[src/rtl/rv_muldiv.sv]
// Iterative RV32M/RV64M multiply/divide unit: shift-add multiply, restoring divide, one bit per cycle.
// Optional MULDIV_FAST_MUL_EN: multiplies use a single-cycle combinational product instead.
module rv_muldiv #(
   parameter int XLEN = 32
) (
   input  logic            clk,
   input  logic            rst,
   input  logic            start,
   input  logic [2:0]      funct3,
   input  logic [XLEN-1:0] op_a,
   input  logic [XLEN-1:0] op_b,
   output logic            busy,
   output logic            done,
   output logic [XLEN-1:0] result
);

   localparam int CW = $clog2(XLEN);
   localparam logic [CW-1:0]   CNT_LAST = CW'(XLEN - 1);
   localparam logic [XLEN-1:0] MIN_NEG  = {1'b1, {(XLEN-1){1'b0}}};

   typedef enum logic [1:0] {IDLE, CALC, DONE} state_t;

   state_t              state_q;
   logic [CW-1:0]       cnt_q;
   logic [2:0]          op_q;
   logic                negRes_q;
   logic [2*XLEN-1:0]   multiplicand_q;
   logic [XLEN-1:0]     multiplier_q;
   logic [2*XLEN-1:0]   product_q;
   logic [XLEN-1:0]     quotient_q;
   logic [XLEN-1:0]     remainder_q;
   logic [XLEN-1:0]     divisor_q;
   logic [XLEN-1:0]     result_q;
   logic                busy_q;
   logic                done_q;

   logic                isDiv, aSigned, bSigned, signA, signB;
   logic [XLEN-1:0]     magA, magB;
   logic                divZero, divOverflow, negStart;
   logic [XLEN-1:0]     scResult;

   logic [2*XLEN-1:0]   mulAcc;
   logic [XLEN:0]       divShift, divDiff;
   logic                divGe;
   logic [XLEN-1:0]     remNext, quoNext, divSel, divRes, calcResult;

   // Negate a 2*XLEN magnitude when the operand signs differ, then pick low or high half.
   function automatic logic [XLEN-1:0] mulSelect(input logic [2*XLEN-1:0] prod,
                                                 input logic neg, input logic [1:0] fn);
      logic [2*XLEN-1:0] signedProd;
      signedProd = neg ? -prod : prod;
      return (fn == 2'b00) ? signedProd[XLEN-1:0] : signedProd[2*XLEN-1:XLEN];
   endfunction

   // Operand decode for an incoming request: signedness, magnitudes and short-circuit cases.
   always_comb begin
      isDiv       = funct3[2];
      aSigned     = (funct3 == 3'b000) || (funct3 == 3'b001) || (funct3 == 3'b010) ||
                    (funct3 == 3'b100) || (funct3 == 3'b110);
      bSigned     = (funct3 == 3'b000) || (funct3 == 3'b001) ||
                    (funct3 == 3'b100) || (funct3 == 3'b110);
      signA       = aSigned && op_a[XLEN-1];
      signB       = bSigned && op_b[XLEN-1];
      magA        = signA ? -op_a : op_a;
      magB        = signB ? -op_b : op_b;
      divZero     = isDiv && (op_b == '0);
      divOverflow = isDiv && !funct3[0] && (op_a == MIN_NEG) && (op_b == '1);
      negStart    = (isDiv && funct3[1]) ? signA : (signA ^ signB);
      scResult    = '0;
      if (divZero)
         scResult = funct3[1] ? op_a : '1;
      else if (divOverflow)
         scResult = funct3[1] ? '0 : op_a;
   end

   // One iteration of both datapaths; only the one matching op_q matters for the result.
   always_comb begin
      mulAcc     = multiplier_q[0] ? (product_q + multiplicand_q) : product_q;
      divShift   = {remainder_q, quotient_q[XLEN-1]};
      divDiff    = divShift - {1'b0, divisor_q};
      divGe      = !divDiff[XLEN];
      remNext    = divGe ? divDiff[XLEN-1:0] : divShift[XLEN-1:0];
      quoNext    = {quotient_q[XLEN-2:0], divGe};
      divSel     = op_q[1] ? remNext : quoNext;
      divRes     = negRes_q ? -divSel : divSel;
      calcResult = op_q[2] ? divRes : mulSelect(mulAcc, negRes_q, op_q[1:0]);
   end

`ifdef MULDIV_FAST_MUL_EN
   logic [2*XLEN-1:0] fastProd;
   assign fastProd = {{XLEN{1'b0}}, magA} * {{XLEN{1'b0}}, magB};
`endif

   // Control FSM plus datapath registers; result only changes on entry to DONE.
   always_ff @(posedge clk) begin
      if (rst) begin
         state_q        <= IDLE;
         cnt_q          <= '0;
         op_q           <= '0;
         negRes_q       <= 1'b0;
         multiplicand_q <= '0;
         multiplier_q   <= '0;
         product_q      <= '0;
         quotient_q     <= '0;
         remainder_q    <= '0;
         divisor_q      <= '0;
         result_q       <= '0;
         busy_q         <= 1'b0;
         done_q         <= 1'b0;
      end else begin
         case (state_q)
            IDLE, DONE: begin
               if (start) begin
                  op_q           <= funct3;
                  negRes_q       <= negStart;
                  cnt_q          <= '0;
                  product_q      <= '0;
                  multiplicand_q <= {{XLEN{1'b0}}, magA};
                  multiplier_q   <= magB;
                  quotient_q     <= magA;
                  remainder_q    <= '0;
                  divisor_q      <= magB;
                  if (divZero || divOverflow) begin
                     result_q <= scResult;
                     state_q  <= DONE;
                     busy_q   <= 1'b0;
                     done_q   <= 1'b1;
`ifdef MULDIV_FAST_MUL_EN
                  end else if (!isDiv) begin
                     result_q <= mulSelect(fastProd, negStart, funct3[1:0]);
                     state_q  <= DONE;
                     busy_q   <= 1'b0;
                     done_q   <= 1'b1;
`endif
                  end else begin
                     state_q <= CALC;
                     busy_q  <= 1'b1;
                     done_q  <= 1'b0;
                  end
               end else begin
                  state_q <= IDLE;
                  busy_q  <= 1'b0;
                  done_q  <= 1'b0;
               end
            end
            CALC: begin
               cnt_q          <= cnt_q + 1'b1;
               product_q      <= mulAcc;
               multiplicand_q <= multiplicand_q << 1;
               multiplier_q   <= multiplier_q >> 1;
               remainder_q    <= remNext;
               quotient_q     <= quoNext;
               if (cnt_q == CNT_LAST) begin
                  result_q <= calcResult;
                  state_q  <= DONE;
                  busy_q   <= 1'b0;
                  done_q   <= 1'b1;
               end
            end
            default: begin
               state_q <= IDLE;
               busy_q  <= 1'b0;
               done_q  <= 1'b0;
            end
         endcase
      end
   end

   assign busy   = busy_q;
   assign done   = done_q;
   assign result = result_q;

endmodule

[config.mk]
export PLATFORM = sky130hd
export DESIGN_NAME = rv_muldiv
export DESIGN_NICKNAME = d
export VERILOG_FILES = /design/src/rtl/rv_muldiv.sv
export SDC_FILE = /design/constraint.sdc
export NUM_CORES = 1
export LEC_CHECK = 0
export ABC_AREA = 1
export CORE_MARGIN = 1.5
export CORE_UTILIZATION = 35
export DETAILED_ROUTE_END_ITERATION = 8
export PLACE_DENSITY = 0.6
export SYNTH_ARGS = -nofsm -noshare
export SYNTH_HDL_FRONTEND = slang
export SYNTH_SLANG_ARGS = --single-unit
[constraint.sdc]
create_clock -name clk -period 9.5 [get_ports clk]
set_input_delay 2.85 -clock clk [delete_from_list [all_inputs] [get_ports clk]]
set_output_delay 2.85 -clock clk [all_outputs]
set_load 0.01 [all_outputs]
==> flow_summary.toml <==
[timing]
worst_setup_skew_after_layout_ps = 22.2
slew_violations = 0
final.min_clock_period_ps = 5970
fmaxAchievable_ghz = 0.167
min_period_over_period_pct = 62.9
max_slew_headroom_pct = 20.3
grt_setup_unrepaired = "no"
timing_hold_violations_final = 0
totalNegativeSetupSlack_ps = 0
worst_slew_pin_slew_ps = 1190
timing.final.ws_setup_ps = 3530
finalSetupViolations = 0

[final_layout]
final_nets = 4963
finish.utilization_pct = 39.3
syn_to_final_growth_pct = 11.3
final_layout_size_suffix_gt1_share_pct = 5.42
fillers = 8527
layout.cell_area.non_filler_um2 = 29700

[setup_path]
cpMaxStageDelayCell = "sky130_fd_sc_hd__clkdlybuf4s50_1"
critical_path.cell_chain = "clkdlybuf4s50_1 > inv_1 > ha_1 > inv_1 > nor3_1 > inv_1 > nor3_1 > inv_2 > nor3_2 > inv_2 > nor3_2 > inv_2 > nor4_4 > nand4_1 > nand2_1 > nand2_1 > o21ai_2 > buf_4 > inv_2 > a21oi_1 > a21oi_2"
r2r_setup_slack_ps = 4810
worst_r2r_startpoint = "multiplicand_q[0]"
worst_path_largest_cell_delay_ps = 470
r2r_cells = 24
timing.rr.end = "result[7]"
crit_path_top_cell_by_count = "sky130_fd_sc_hd__inv_2"
crit_buf_inv = 9
path_max_fanout = 39
critical_path_class = "in -> reg"
cp-end-kind = "flip-flop"
critical_path_cell_count = 21
worst_ep_arrival_time_ps = 6430
crit_family = "buffers and inverters"
cp-start-kind = "primary input"
worst-endpoint-required_ps = 9960

[route]
drt-pass1-iter-count = 6
final_antenna_net_count = 0
num_vias = 30166
drc_violations_left = 0
finalWirelength_um = 112000
detailedRoute.firstIterationViolations = 2555
wl_per_cell_um = 19.3
routed_via_density = 5.20

[logic_synthesis]
ys_async_sr_fraction_pct = 0
synth_edf_count = 0
synth.yosys.warnings = 0
synth.top_cells.by_count = "sky130_fd_sc_hd__nand2_1, sky130_fd_sc_hd__inv_1, sky130_fd_sc_hd__nand3_1"
netlist-cell-type-count = 56
most_used_dff_post_synth = "sky130_fd_sc_hd__dfxtp_1"
synth_top_cells_by_area = "sky130_fd_sc_hd__nand2_1, sky130_fd_sc_hd__dfxtp_1, sky130_fd_sc_hd__inv_1"
yosys.area.top_type_share_pct = 25.4
syn_avg_cell_area_um2 = 5.57
flop_and_latch_count_out_of_synthesis = 299
post-synth-top-count-cell = "sky130_fd_sc_hd__nand2_1"
syn-instance-count = 4797
syn-cell-area_um2 = 26700
yosysTopAreaCell = "sky130_fd_sc_hd__nand2_1"
synthesis.nets = 4971
synth.yosys.seq_area_share_pct = 22.4

[cts]
clk_root_buffer_cell = "sky130_fd_sc_hd__clkbuf_16"
post_cts_resize_count = 0
cts_tree = "yes"
cts_inserted_buffers = 38
clock_sinks = 299
clkSlewWorstSetupHoldPaths_ps = 60
cts-hold-fix-buffers = 0
postCtsSetupBuffers = 0
clkLatencyLatePin_ps = 580
cts-root-to-sink-buffers = 3
ctsHtreeMaxLevel = 2

[power_and_ir_drop]
power_switching_mw = 3.10
pwr_density_cell_nw_per_um2 = 214
vdd_drop_max_mv = 0.223
power.clock.fraction_pct = 25.3
power.combinational.fraction_pct = 51.9
proportion_of_power_drawn_by_flip_flops_and_latches_pct = 22.8
internal_power_mw = 3.25
leakagePower_nw = 14.4
share_of_total_power_consumed_by_net_switching_pct = 48.9

[min_path]
timing.hold.worst_endpoint = "divisor_q[20]"
worst_hold_startpoint = "divisor_q[20]"
min-delay-path-class = "reg -> reg"
hold-path-cell-count = 2

[placement]
port_buffer_count = 103
placedInstanceArea_um2 = 28400
gp_congestion = 0.996
hpwlAfterDp_um = 88000
place_worst_setup_slack_ps = 3010

[grt]
gr-total-overflow = 0
grt_antenna_before_repair = 2
grt.total_usage_pct = 27.9
via_count_of_the_first_global_routing_pass = 27882
wire_length_of_the_first_global_routing_pass_um = 167000
pin_count_of_the_biggest_net_entering_global_routing = 176

[die]
initial_core_util_pct = 35.3
floorplan.io_pins = 104
chipHeight_um = 279
fp.dieArea_um2 = 78000
core_ar_um2 = 75700
horizontal_die_dimension_um = 279
rows = 101

[flow_run]
drv.max_cap_violation_count = 0

[outcome]
status = "finished, final reports clean"
-- layout by cell type, fill, tap and decap left out, types with 38 or more instances in the layout --
cell / instances
sky130_fd_sc_hd__nand4_1: 49
sky130_fd_sc_hd__ha_1: 102
sky130_fd_sc_hd__inv_1: 620
sky130_fd_sc_hd__dfxtp_1: 296
sky130_fd_sc_hd__a31oi_1: 108
sky130_fd_sc_hd__nor3_1: 39
sky130_fd_sc_hd__clkdlybuf4s50_1: 102
sky130_fd_sc_hd__nand2_1: 1808
sky130_fd_sc_hd__nand3_1: 386
sky130_fd_sc_hd__clkbuf_16: 38
sky130_fd_sc_hd__nor2_1: 344
sky130_fd_sc_hd__or2_2: 52
sky130_fd_sc_hd__a21oi_1: 374
sky130_fd_sc_hd__o21ai_0: 171
-- metal layers --
layer  wire length (um)  global-route usage [%]  vias up
met5                 11                       0        -
li1                   -                       -    15308
met3               5590                    3.31      251
met4               7660                    17.1        2
met1              45700                    32.8    13760
met2              52900                    48.3      845
-- power by group through the flow --
stage | combinational [mW] | clock, mW | sequential (mW)
2_1_floorplan | 2.50 | 0 | 1.43
4_1_cts | 3.27 | 1.63 | 1.44
6_report | 3.29 | 1.61 | 1.45
5_1_grt | 3.66 | 1.68 | 1.46
3_5_place_dp | 3.25 | 0 | 1.47
3_3_place_gp | 3.24 | 0 | 1.47
-- how the worst max path moves through the flow --
stage / start / end / slack, ps
2_1_floorplan: op_b[1] / result[25] / 4310
3_3_place_gp: op_b[0] / result[16] / 3030
3_5_place_dp: op_b[0] / result[16] / 3010
4_1_cts: op_b[0] / result[16] / 3600
5_1_grt: op_b[1] / result[9] / 3160
6_report: op_b[0] / result[16] / 3530
-- cell families (layout without fill, tap and decap cells) --
logic type,count (synthesis),in the layout,share of synthesized area (%)
AND/OR/NAND/NOR,2808,2808,44.2
other,0,1,0
AO/OA/AOI/OAI,733,733,15.1
adder cells (fa/ha/maj),104,104,4.93
XOR/XNOR,44,44,1.44
buffers and inverters,809,829,11.9
flip-flops,299,299,22.4
-- worst register-to-register path: cells and delay by family (launching register included) --
kind | cells | cell delay (ps)
fa+ha+maj | 2 | 650
simple gates | 16 | 1930
flops | 1 | 460
buf+inv | 2 | 230
compound gates | 4 | 1350
-- state kept, by name, indices dropped and copies added, names as in the netlist --
signal / cells
result: 32
op_q: 3
quotient_q: 32
product_q: 64
divisor_q: 32
cnt_q: 5
multiplicand_q: 64
negRes_q: 1
remainder_q: 32
multiplier_q: 32
busy: 1
state_q: 1
-- cell type report --
cell class / instances / area, um2 / share of cell area, %
antenna: 1 / 2.50 / 0.00842
clock inverter: 21 / 300 / 1.01
sequential: 299 / 5990 / 20.2
multi-input combinational: 3689 / 17600 / 59.1
tap: 978 / 1220 / 4.12
clock buffer: 47 / 1040 / 3.51
timing repair buffer: 124 / 1210 / 4.06
inverter: 637 / 2400 / 8.06
-- stage by stage --
stage               power, mW  cells  hold slack, ps
floorplan                3.93   4797             436
global placement         4.71   5727             450
detailed placement       4.73   5727             456
CTS                      6.34   5795             467
global route             6.80   5795             478
finish                   6.35   5796             466
Power figures use the tool's default switching activity.
